**src/rtl/hbmc_arb_pkg.sv**
```systemverilog
// Shared types and response codes for the HBMC AXI arbiter.
package hbmc_arb_pkg;

  typedef enum logic [2:0] {
    IDLE   = 3'd0,
    WR_REQ = 3'd1,
    WR_RSP = 3'd2,
    WR_ACK = 3'd3,
    RD_REQ = 3'd4,
    RD_RSP = 3'd5,
    RD_ACK = 3'd6
  } state_e;

  localparam logic [1:0] RespOkay   = 2'b00;
  localparam logic [1:0] RespSlvErr = 2'b10;

endpackage

```
**src/rtl/hbmc_rr_arbiter.sv**
```systemverilog
// Round-robin picker: first requester at or after the pointer wins.
module hbmc_rr_arbiter
  import hbmc_arb_pkg::*;
#(
  parameter int NumReq = 2,
  parameter int PtrW   = $clog2(NumReq)
) (
  input  logic [NumReq-1:0] req,
  input  logic [PtrW-1:0]   ptr,
  output logic [NumReq-1:0] grant,
  output logic              found,
  output logic [PtrW-1:0]   next_ptr
);

  logic [PtrW-1:0] cand;
  logic            hit;

  // (base + off) mod NumReq for off < NumReq
  function automatic logic [PtrW-1:0] wrap(input logic [PtrW-1:0] base, input int off);
    int sum;
    sum = int'(base) + off;
    return (sum >= NumReq) ? PtrW'(sum - NumReq) : PtrW'(sum);
  endfunction

  // Scan requesters starting at the pointer, keep the first hit
  always_comb begin
    grant    = '0;
    found    = 1'b0;
    next_ptr = ptr;
    cand     = ptr;
    hit      = 1'b0;
    for (int i = 0; i < NumReq; i++) begin
      cand        = wrap(ptr, i);
      hit         = !found && req[cand];
      grant[cand] = grant[cand] | hit;
      next_ptr    = hit ? wrap(cand, 1) : next_ptr;
      found       = found | hit;
    end
  end

endmodule

```
**src/rtl/hbmc_axi_arbiter.sv**
```systemverilog
// Shares the single-beat HBMC AXI slave port between NumReq requesters:
// round-robin grant, one transaction in flight, response watchdog with drain.
module hbmc_axi_arbiter
  import hbmc_arb_pkg::*;
#(
  parameter int NumReq        = 2,
  parameter int AddrWidth     = 32,
  parameter int DataWidth     = 32,
  parameter int TimeoutCycles = 4096
) (
  input  logic                              clk_peri_i,
  input  logic                              rst_peri_ni,
  input  logic [NumReq-1:0]                 s_awvalid_i,
  output logic [NumReq-1:0]                 s_awready_o,
  input  logic [NumReq*AddrWidth-1:0]       s_awaddr_i,
  input  logic [NumReq-1:0]                 s_wvalid_i,
  output logic [NumReq-1:0]                 s_wready_o,
  input  logic [NumReq*DataWidth-1:0]       s_wdata_i,
  input  logic [NumReq*(DataWidth/8)-1:0]   s_wstrb_i,
  output logic [NumReq-1:0]                 s_bvalid_o,
  input  logic [NumReq-1:0]                 s_bready_i,
  output logic [1:0]                        s_bresp_o,
  input  logic [NumReq-1:0]                 s_arvalid_i,
  output logic [NumReq-1:0]                 s_arready_o,
  input  logic [NumReq*AddrWidth-1:0]       s_araddr_i,
  output logic [NumReq-1:0]                 s_rvalid_o,
  input  logic [NumReq-1:0]                 s_rready_i,
  output logic [DataWidth-1:0]              s_rdata_o,
  output logic [1:0]                        s_rresp_o,
  output logic                              m_awvalid_o,
  input  logic                              m_awready_i,
  output logic [AddrWidth-1:0]              m_awaddr_o,
  output logic                              m_wvalid_o,
  input  logic                              m_wready_i,
  output logic [DataWidth-1:0]              m_wdata_o,
  output logic [DataWidth/8-1:0]            m_wstrb_o,
  input  logic                              m_bvalid_i,
  output logic                              m_bready_o,
  input  logic [1:0]                        m_bresp_i,
  output logic                              m_arvalid_o,
  input  logic                              m_arready_i,
  output logic [AddrWidth-1:0]              m_araddr_o,
  input  logic                              m_rvalid_i,
  output logic                              m_rready_o,
  input  logic [DataWidth-1:0]              m_rdata_i,
  input  logic [1:0]                        m_rresp_i,
  output logic [NumReq-1:0]                 grant_o,
  output logic                              timeout_o
);

  localparam int StrbWidth = DataWidth / 8;
  localparam int PtrW      = $clog2(NumReq);
  localparam int CntW      = (TimeoutCycles > 1) ? $clog2(TimeoutCycles) : 1;
  localparam bit WdEnable  = (TimeoutCycles > 0);
  localparam logic [CntW-1:0] WdLimit = (TimeoutCycles > 0) ? CntW'(TimeoutCycles - 1) : '0;

  state_e                state, next_state;
  logic [PtrW-1:0]       ptr, next_ptr;
  logic [NumReq-1:0]     wr_req, any_req, arb_grant, grant;
  logic                  arb_found, can_grant, sel_wr, wr_req_done, wd_hit;
  logic                  aw_pend, w_pend, ar_pend, drain_w, drain_r, timeout;
  logic [AddrWidth-1:0]  sel_awaddr, sel_araddr, addr;
  logic [DataWidth-1:0]  sel_wdata, wdata, rdata;
  logic [StrbWidth-1:0]  sel_wstrb, wstrb;
  logic [1:0]            resp;
  logic [CntW-1:0]       wd_cnt;

  // A write needs both address and data valid; write wins over read per requester
  assign wr_req  = s_awvalid_i & s_wvalid_i;
  assign any_req = wr_req | s_arvalid_i;

  hbmc_rr_arbiter #(.NumReq(NumReq), .PtrW(PtrW)) u_rr (
    .req      (any_req),
    .ptr      (ptr),
    .grant    (arb_grant),
    .found    (arb_found),
    .next_ptr (next_ptr)
  );

  // Select the winning requester's payload (grant is one-hot)
  always_comb begin
    sel_awaddr = '0;
    sel_araddr = '0;
    sel_wdata  = '0;
    sel_wstrb  = '0;
    for (int k = 0; k < NumReq; k++) begin
      sel_awaddr = sel_awaddr | ({AddrWidth{arb_grant[k]}} & s_awaddr_i[k*AddrWidth +: AddrWidth]);
      sel_araddr = sel_araddr | ({AddrWidth{arb_grant[k]}} & s_araddr_i[k*AddrWidth +: AddrWidth]);
      sel_wdata  = sel_wdata  | ({DataWidth{arb_grant[k]}} & s_wdata_i[k*DataWidth +: DataWidth]);
      sel_wstrb  = sel_wstrb  | ({StrbWidth{arb_grant[k]}} & s_wstrb_i[k*StrbWidth +: StrbWidth]);
    end
  end

  // A pending drain means memory still owes a response; hold off new grants
  assign can_grant   = (state == IDLE) && !drain_w && !drain_r && arb_found;
  assign sel_wr      = |(arb_grant & wr_req);
  assign wd_hit      = WdEnable && (wd_cnt == WdLimit);
  assign wr_req_done = (!aw_pend || m_awready_i) && (!w_pend || m_wready_i);

  // Requester-side readies are a one-cycle combinational pulse in the grant cycle
  assign s_awready_o = (rst_peri_ni && can_grant && sel_wr)  ? arb_grant : '0;
  assign s_wready_o  = (rst_peri_ni && can_grant && sel_wr)  ? arb_grant : '0;
  assign s_arready_o = (rst_peri_ni && can_grant && !sel_wr) ? arb_grant : '0;
  assign s_bvalid_o  = (state == WR_ACK) ? grant : '0;
  assign s_rvalid_o  = (state == RD_ACK) ? grant : '0;
  assign s_bresp_o   = resp;
  assign s_rresp_o   = resp;
  assign s_rdata_o   = rdata;

  assign m_awvalid_o = aw_pend;
  assign m_wvalid_o  = w_pend;
  assign m_arvalid_o = ar_pend;
  assign m_awaddr_o  = addr;
  assign m_araddr_o  = addr;
  assign m_wdata_o   = wdata;
  assign m_wstrb_o   = wstrb;
  assign m_bready_o  = (state == WR_RSP) || drain_w;
  assign m_rready_o  = (state == RD_RSP) || drain_r;
  assign grant_o     = grant;
  assign timeout_o   = timeout;

  // State register
  always_ff @(posedge clk_peri_i or negedge rst_peri_ni) begin
    if (!rst_peri_ni) state <= IDLE;
    else              state <= next_state;
  end

  // Next-state logic
  always_comb begin
    next_state = state;
    case (state)
      IDLE:    if (can_grant) next_state = sel_wr ? WR_REQ : RD_REQ;
               else           next_state = IDLE;
      WR_REQ:  if (wr_req_done) next_state = WR_RSP;
               else             next_state = WR_REQ;
      WR_RSP:  if (m_bvalid_i || wd_hit) next_state = WR_ACK;
               else                      next_state = WR_RSP;
      WR_ACK:  if (|(s_bready_i & grant)) next_state = IDLE;
               else                       next_state = WR_ACK;
      RD_REQ:  if (m_arready_i) next_state = RD_RSP;
               else             next_state = RD_REQ;
      RD_RSP:  if (m_rvalid_i || wd_hit) next_state = RD_ACK;
               else                      next_state = RD_RSP;
      RD_ACK:  if (|(s_rready_i & grant)) next_state = IDLE;
               else                       next_state = RD_ACK;
      default: next_state = IDLE;
    endcase
  end

  // Datapath: grant/payload capture, manager valids, watchdog, drain tracking
  always_ff @(posedge clk_peri_i or negedge rst_peri_ni) begin
    if (!rst_peri_ni) begin
      ptr     <= '0;
      grant   <= '0;
      addr    <= '0;
      wdata   <= '0;
      wstrb   <= '0;
      rdata   <= '0;
      resp    <= RespOkay;
      aw_pend <= 1'b0;
      w_pend  <= 1'b0;
      ar_pend <= 1'b0;
      wd_cnt  <= '0;
      drain_w <= 1'b0;
      drain_r <= 1'b0;
      timeout <= 1'b0;
    end else begin
      // A late response to an abandoned transaction is swallowed here
      if (drain_w && m_bvalid_i) drain_w <= 1'b0;
      if (drain_r && m_rvalid_i) drain_r <= 1'b0;
      case (state)
        IDLE: begin
          if (can_grant) begin
            grant   <= arb_grant;
            ptr     <= next_ptr;
            addr    <= sel_wr ? sel_awaddr : sel_araddr;
            wdata   <= sel_wdata;
            wstrb   <= sel_wstrb;
            aw_pend <= sel_wr;
            w_pend  <= sel_wr;
            ar_pend <= !sel_wr;
          end
        end
        WR_REQ: begin
          wd_cnt <= '0;
          if (m_awready_i) aw_pend <= 1'b0;
          if (m_wready_i)  w_pend  <= 1'b0;
        end
        WR_RSP: begin
          if (m_bvalid_i) begin
            resp <= m_bresp_i;
          end else if (wd_hit) begin
            resp    <= RespSlvErr;
            timeout <= 1'b1;
            drain_w <= 1'b1;
          end else begin
            wd_cnt <= wd_cnt + CntW'(1);
          end
        end
        WR_ACK: if (|(s_bready_i & grant)) grant <= '0;
        RD_REQ: begin
          wd_cnt <= '0;
          if (m_arready_i) ar_pend <= 1'b0;
        end
        RD_RSP: begin
          if (m_rvalid_i) begin
            resp  <= m_rresp_i;
            rdata <= m_rdata_i;
          end else if (wd_hit) begin
            resp    <= RespSlvErr;
            rdata   <= '0;
            timeout <= 1'b1;
            drain_r <= 1'b1;
          end else begin
            wd_cnt <= wd_cnt + CntW'(1);
          end
        end
        RD_ACK: if (|(s_rready_i & grant)) grant <= '0;
        default: grant <= '0;
      endcase
    end
  end

endmodule

```
**config.mk**
```make
export PLATFORM = sky130hd
export DESIGN_NAME = hbmc_axi_arbiter
export DESIGN_NICKNAME = d
export VERILOG_FILES = /design/src/rtl/hbmc_arb_pkg.sv /design/src/rtl/hbmc_rr_arbiter.sv /design/src/rtl/hbmc_axi_arbiter.sv
export SDC_FILE = /design/constraint.sdc
export NUM_CORES = 1
export LEC_CHECK = 0
export BUFFER_PORTS_ARGS = -buffer_cell sky130_fd_sc_hd__buf_2
export CORE_AREA = 4 4 157 159
export CTS_BUF_LIST = sky130_fd_sc_hd__clkbuf_8
export CTS_CLUSTER_DIAMETER = 40
export CTS_CLUSTER_SIZE = 30
export DETAILED_ROUTE_END_ITERATION = 7
export DIE_AREA = 0 0 161 163
export PLACE_DENSITY = 0.63
export SYNTH_ARGS = -nofsm -noshare
export SYNTH_HDL_FRONTEND = slang
export SYNTH_SLANG_ARGS = --single-unit
```
**constraint.sdc**
```tcl
create_clock -name clk_peri_i -period 9 [get_ports clk_peri_i]
set_input_delay 2.25 -clock clk_peri_i [delete_from_list [all_inputs] [get_ports clk_peri_i]]
set_output_delay 2.25 -clock clk_peri_i [all_outputs]
set_load 0.03 [all_outputs]
```
Word level (Yosys, flattened, before mapping)
Cells that the tools add are included.

storage, ports and cells
  output and inout bits = 154
  input port bits = 253
  word-level logic and storage cells = 179
  register bits after elaboration = 126

operators by class
  multiplexer cells = 66
  equal/unequal tests = 15
  add/sub/neg operators = 8
  bitwise operators = 22
  reductions and logical operators = 45
  magnitude comparators = 8

operator list
  kind                                           count
  AND 32 bit                                     6
  two-way mux 32 bit                             3
  bitwise OR 32 bit                              3
  two-way mux 12 bit                             3
  case mux 12 bit (3 select lines)               1
  two-way mux 1 bit                              33
  two-way mux 2 bit                              13
  case mux 3 bit (7 select lines)                1
  AND reduction 3 bit                            6
  adder 12 x 1 -> 12 bit, second input constant  1
  == test 12 bit, second input constant          1
  logical AND 1 bit                              12
  inequality test 2 bit, second input constant   6
  AND 2 bit                                      5
  nonzero test 2 bit                             5
  == test 3 bit, second input constant           3
  two-way mux 3 bit                              3
  AND 4 bit                                      2
  case mux 1 bit (2 select lines)                4
  case mux 2 bit (4 select lines)                1
  OR reduction 2 bit                             4
  adder 1 x 1 -> 2 bit, second input constant    3
  == test 3 x 2 -> 1 bit, second input constant  2
  >= comparator 2 bit, second input constant     3
  20 further kinds                               40

Depth between registers and ports, before layout
  word-level depth = 16
  mapped depth = 8
  mapped depth without buffers = 6

Modules after synthesis
From an unflattened synthesis, not the netlist that was laid out.

unflattened totals
  cell total of the unflattened synthesis = 656
  area total of the unflattened synthesis = 6463.7 um^2

by module, submodules not included
  module            instances  area each (um^2)  cells each  sequential area each (um^2)
  hbmc_axi_arbiter  1          6428.7            650         3153.0
  hbmc_rr_arbiter   1          35.0              6           0.0

Worst setup path after synthesis
OpenSTA, ideal clock, no wires.

  kind = in2out
  from = input s_awvalid_i[1]
  to = output s_wready_o[0]
  data arrival time = 4.202 ns
  data required time = 6.750 ns
  stages on the path = 8
  buffers on the path = 3
  slack = 2.548 ns
  cell sequence = and2_1 -> or2_2 -> a21oi_1 -> buf_2 -> buf_1 -> nand2_1 -> nor2_1 -> buf_4

on the way
  longest elaborated chain between the ends = 14
  elaborated cells on any way between the ends = 21
  those cells by class = mux: 8; bitwise: 7; reduce/logical: 6

RTL lines
  item                                                   line                    RTL
  from (decl)                                            hbmc_axi_arbiter.sv:13  input logic [NumReq-1:0] s_awvalid_i,
  AND 2 bit *                                            hbmc_axi_arbiter.sv:69  assign wr_req = s_awvalid_i & s_wvalid_i;
  bitwise OR 2 bit                                       hbmc_axi_arbiter.sv:70  assign any_req = wr_req | s_arvalid_i;
  two-way mux 1 bit (not written as such) (2 in series)  hbmc_rr_arbiter.sv:34   hit = !found && req[cand];
  bitwise OR 1 bit                                       hbmc_rr_arbiter.sv:35   grant[cand] = grant[cand] | hit;
  AND 2 bit (no source line)                             --
  two-way mux 1 bit (not written as such) (2 in series)  hbmc_rr_arbiter.sv:35
  bitwise OR 1 bit                                       hbmc_rr_arbiter.sv:35
  bitwise mux 2 bit                                      hbmc_rr_arbiter.sv:35
  AND 2 bit                                              hbmc_axi_arbiter.sv:96  assign sel_wr = |(arb_grant & wr_req);
  OR reduction 2 bit                                     hbmc_axi_arbiter.sv:96
  logical AND 1 bit                                      --
  two-way mux 2 bit *                                    --
  to (decl)                                              hbmc_axi_arbiter.sv:17  output logic [NumReq-1:0] s_wready_o,

Every way passes the cells marked *; elsewhere a longest branch is shown, timed or not. The select of a mux whose other input is x is not followed.

Worst setup path in the final report
  from = input s_arvalid_i[0]
  to = output s_wready_o[1]

on the way
  longest elaborated chain between the ends = 13
  elaborated cells on any way between the ends = 20
  those cells by class = mux: 8; bitwise: 6; reduce/logical: 6

RTL lines
  item                                                   line                     RTL
  from (decl)                                            hbmc_axi_arbiter.sv:23   input logic [NumReq-1:0] s_arvalid_i,
  bitwise OR 2 bit *                                     hbmc_axi_arbiter.sv:70
  two-way mux 1 bit (not written as such) (2 in series)  hbmc_rr_arbiter.sv:34
  bitwise OR 1 bit                                       hbmc_rr_arbiter.sv:35
  AND 2 bit (no source line)                             --
  two-way mux 1 bit (not written as such) (2 in series)  hbmc_rr_arbiter.sv:35
  bitwise OR 1 bit                                       hbmc_rr_arbiter.sv:35
  bitwise mux 2 bit                                      hbmc_rr_arbiter.sv:35
  AND 2 bit                                              hbmc_axi_arbiter.sv:96
  OR reduction 2 bit                                     hbmc_axi_arbiter.sv:96
  logical AND 1 bit                                      hbmc_axi_arbiter.sv:102  assign s_wready_o = (rst_peri_ni && can_grant && sel_wr) ? arb_grant : '0;
  two-way mux 2 bit *                                    hbmc_axi_arbiter.sv:102

Marked as above.

==> summary.md <==
| Metric | Value |
|---|---|
| Final Critical Period | 6.57 ns |
| Worst setup path class | in2out |
| Vias per cell | 4.90 |
| Avg Inst Size Synth | 10.0 um2 |
| Port Buffers | 406 |
| Area of the mapped netlist | 6490 um2 |
| Reg power frac | 30.7% |
| CP startpoint kind | input port |
| Area delta synth->final | 37.3% |
| Max_cap viols | 0 |
| Crit path DAT | 4.32 ns |
| RSZ-0062 raised after global routing | no |
| Hold WC Path Type | reg2reg |
| NetSw | 1.71 mW |
| Outcome | finished clean |
| Die Ht | 163 um |
| I/O pin count | 407 |
| Worst Path Required | 6.75 ns |
| Layout fillers | 2387 |
| Synth Flop Type | dfrtp_1 |
| Vias in the first global route | 6438 |
| Routed Antenna Nets | 0 |
| Cell row count | 56 |
| Worst Path Max Fanout | 41 |
| Antenna diodes | 0 |
| Clk slew on worst S/H paths | 0.09 ns |
| Core area | 23300 um2 |
| Worst Setup End Kind | output pin |
| Overflow after GRT | 0 |
| Sw Share | 52.3% |
| Worst hold stages | 1 |
| Largest net degree at the start of global routing | 76 |
| Crit path buf inv count | 2 |
| Fin util | 38.3% |
| Power density cells | 366 nW/um2 |
| Clock power frac | 15.2% |
| Final hold vios | 0 |
| Synthesized flop and latch total | 126 |
| 1st-pass router iterations | 6 |
| Post-DP HPWL | 18400 um |
| RePlAce Congestion | 0.795 |
| Final WL | 23800 um |
| Initial Util | 27.9% |
| Post-CTS sizing | 0 |
| Crit path max-delay cell type | nor2_4 |
| Die extent in x | 161 um |
| Critical R2R Launch | state[0]$_DFF_PN0_ |
| Hold Startpoint | timeout_o$_DFFE_PN0P_ |
| Root buffer cell | clkbuf_8 |
| # Post-CTS Setup Buffers | 0 |
| Most frequent cells in the layout | 405 x buf_2, 132 x nor2_1, 126 x dfrtp_1, 75 x a221oi_1, 35 x nor3_1 |
| Initial DRC count | 389 |
| Final setup fails | 0 |
| Final worst-path cycle share | 73.0% |
| Number of enable flip-flop cells after synthesis | 0 |
| Total number of vias | 6481 |
| Most common cell after layout, fill and taps aside | buf_2 |
| Fmax | 152 MHz |
| Clock skew | 0.0165 ns |
| WL/cell | 18.0 um |
| Gate Count Post-Synth | 648 |
| Worst-Skew Late Latency | 0.44 ns |
| R2R Path End | m_araddr_o[2]$_DFFE_PN0P_ |
| GRT Total Usage | 17.1% |
| TNS Setup | 0 ns |
| CTS tree | yes |
| Yosys warning count | 0 |
| Synth cell types | 52 |
| # clock sinks | 126 |
| Critical Path Stages | 7 |
| Internal power | 1.55 mW |
| Critical path endpoint | s_wready_o[1] |
| Initial antenna violation count | 0 |
| First-pass GRT wire length | 35600 um |
| Drt drc | 0 |
| Critical Path Source | s_arvalid_i[0] |
| Asr flop ratio synth | 100% |
| Reg2Reg Setup Slack | 5.59 ns |
| Leakage Power | 4.32 nW |
| Maximum VDD drop | 0.182 mV |
| Post-Syn Nets | 902 |
| Rel. slew slack | 29.1% |
| CP peak stage delay | 0.76 ns |
| CTS Buf Count | 17 |
| Top delay family on crit path | simple AND/OR/NAND/NOR gates |
| Slew Limit Fails | 0 |
| Cell breakdown of the critical path | buf_2 -> a21oi_1 -> nor2_1 -> nor2_4 -> nand2_1 -> nor2_1 -> buf_2 |
| Sequential share of the synthesized area | 48.5% |
| Comb pwr share | 54.1% |
| Nets@finish | 1244 |
| H-tree depth | 4 |
| Slew at the pin closest to its max-slew limit | 1.06 ns |
| Layout cells sized above 1 | 48.6% |
| Worst Reg-to-Reg Cells | 6 |
| # hold bufs at CTS | 0 |
| Clk buf depth | 2 |
| DIE AREA | 26200 um2 |
==> final cells by class <==
| type | instances | area [um2] | area share, % |
|---|---|---|---|
| Inverter | 9 | 33.8 | 0.379 |
| Clock inverter | 15 | 170 | 1.91 |
| Timing Repair Buffer | 415 | 2110 | 23.6 |
| Sequential cell | 126 | 3150 | 35.4 |
| Tap cell | 319 | 399 | 4.48 |
| Clock buffer | 17 | 234 | 2.62 |
| Multi-Input combinational cell | 421 | 2820 | 31.6 |
==> sequential cells by signal (all words and copies together) (netlist names) <==
register and flops:
drain_r 1, m_araddr_o 32, state 3, grant_o 2
drain_w 1, ptr 1, wd_cnt 12, m_awvalid_o 1
s_bresp_o 2, m_arvalid_o 1, m_wvalid_o 1, m_wdata_o 32
m_wstrb_o 4, timeout_o 1, s_rdata_o 32
==> logic make-up after synthesis <==
group | share of synthesized area [%]
muxes | 0.173
DFF | 48.5
xor gates and xnor gates | 1.35
buffers and inverters | 8.67
AOI/OAI and AO/OA | 25.4
and+or+nand+nor | 15.6
adders and majority gates | 0.193
==> through the flow <==
step	hold slack [ns]	total power [mW]	instance area (um2)	std cells	worst slack (ns)
after detailed placement	0.458	2.80	8510	1290	2.40
final	0.469	3.26	8920	1322	2.43
after CTS	0.480	3.31	8920	1322	2.40
after global placement	0.437	2.78	8510	1290	2.45
after floorplan	0.497	2.32	6490	648	2.55
after global routing	0.510	3.48	8920	1322	2.30
==> power groups by stage <==
stage	logic, mW	registers (mW)	clock network (mW)
CTS	1.79	1.00	0.520
global route	1.89	1.04	0.543
global placement	1.77	1.01	0
finish	1.76	1.00	0.496
detailed placement	1.79	1.01	0
floorplan	0.907	1.41	0
==> Yosys cell counts (2+ instances only) <==
library cell | number | area share, %
nand3b_1 | 2 | 0.23
a21oi_1 | 9 | 0.69
buf_6 | 5 | 0.87
a221oi_2 | 26 | 6.0
clkbuf_1 | 37 | 2.1
a221oi_1 | 75 | 10
o211ai_1 | 2 | 0.23
and2_1 | 4 | 0.39
buf_2 | 9 | 0.69
nand4_1 | 4 | 0.39
nand2_1 | 18 | 1.0
xor2_1 | 8 | 1.1
a211oi_1 | 3 | 0.35
dfrtp_1 | 126 | 49
buf_1 | 5 | 0.29
xnor2_1 | 2 | 0.27
a21boi_0 | 2 | 0.23
o21ai_1 | 2 | 0.15
and3_1 | 6 | 0.58
and4_1 | 2 | 0.27
nor3_1 | 35 | 2.7
nand3_1 | 11 | 0.85
a31oi_1 | 2 | 0.19
a22o_1 | 33 | 4.5
o22ai_1 | 3 | 0.29
buf_4 | 36 | 4.2
inv_1 | 9 | 0.52
a221o_1 | 2 | 0.31
o21ai_0 | 9 | 0.69
nor2_1 | 133 | 7.7
a22oi_1 | 2 | 0.23
nand2b_1 | 6 | 0.58
==> worst reg2reg max path, stage by stage (launching register included) <==
cell and delay (ns):
dfrtp_1 0.57, or2_4 0.36, nor4_2 0.55, o211ai_1 0.59, buf_4 0.43, a221oi_1 0.69, nor3_1 0.08
==> per-layer routing <==
layer / vias to the layer above / track usage (%) / share of wire (%)
met4: 0 / 5.97 / 2.7
met2: 267 / 31.0 / 52
li1: 3078 / - / -
met1: 3101 / 19.8 / 39
met3: 35 / 4.13 / 5.8
met5: - / 0 / 0
==> worst min-delay path by stage <==
| stage | end | slack, ns |
|---|---|---|
| global route | timeout_o$_DFFE_PN0P_ | 0.51 |
| floorplan | wd_cnt[11]$_DFFE_PN0P_ | 0.50 |
| global placement | timeout_o$_DFFE_PN0P_ | 0.44 |
| detailed placement | timeout_o$_DFFE_PN0P_ | 0.46 |
| CTS | timeout_o$_DFFE_PN0P_ | 0.48 |
| finish | timeout_o$_DFFE_PN0P_ | 0.47 |
Power figures use the tool's default switching activity.
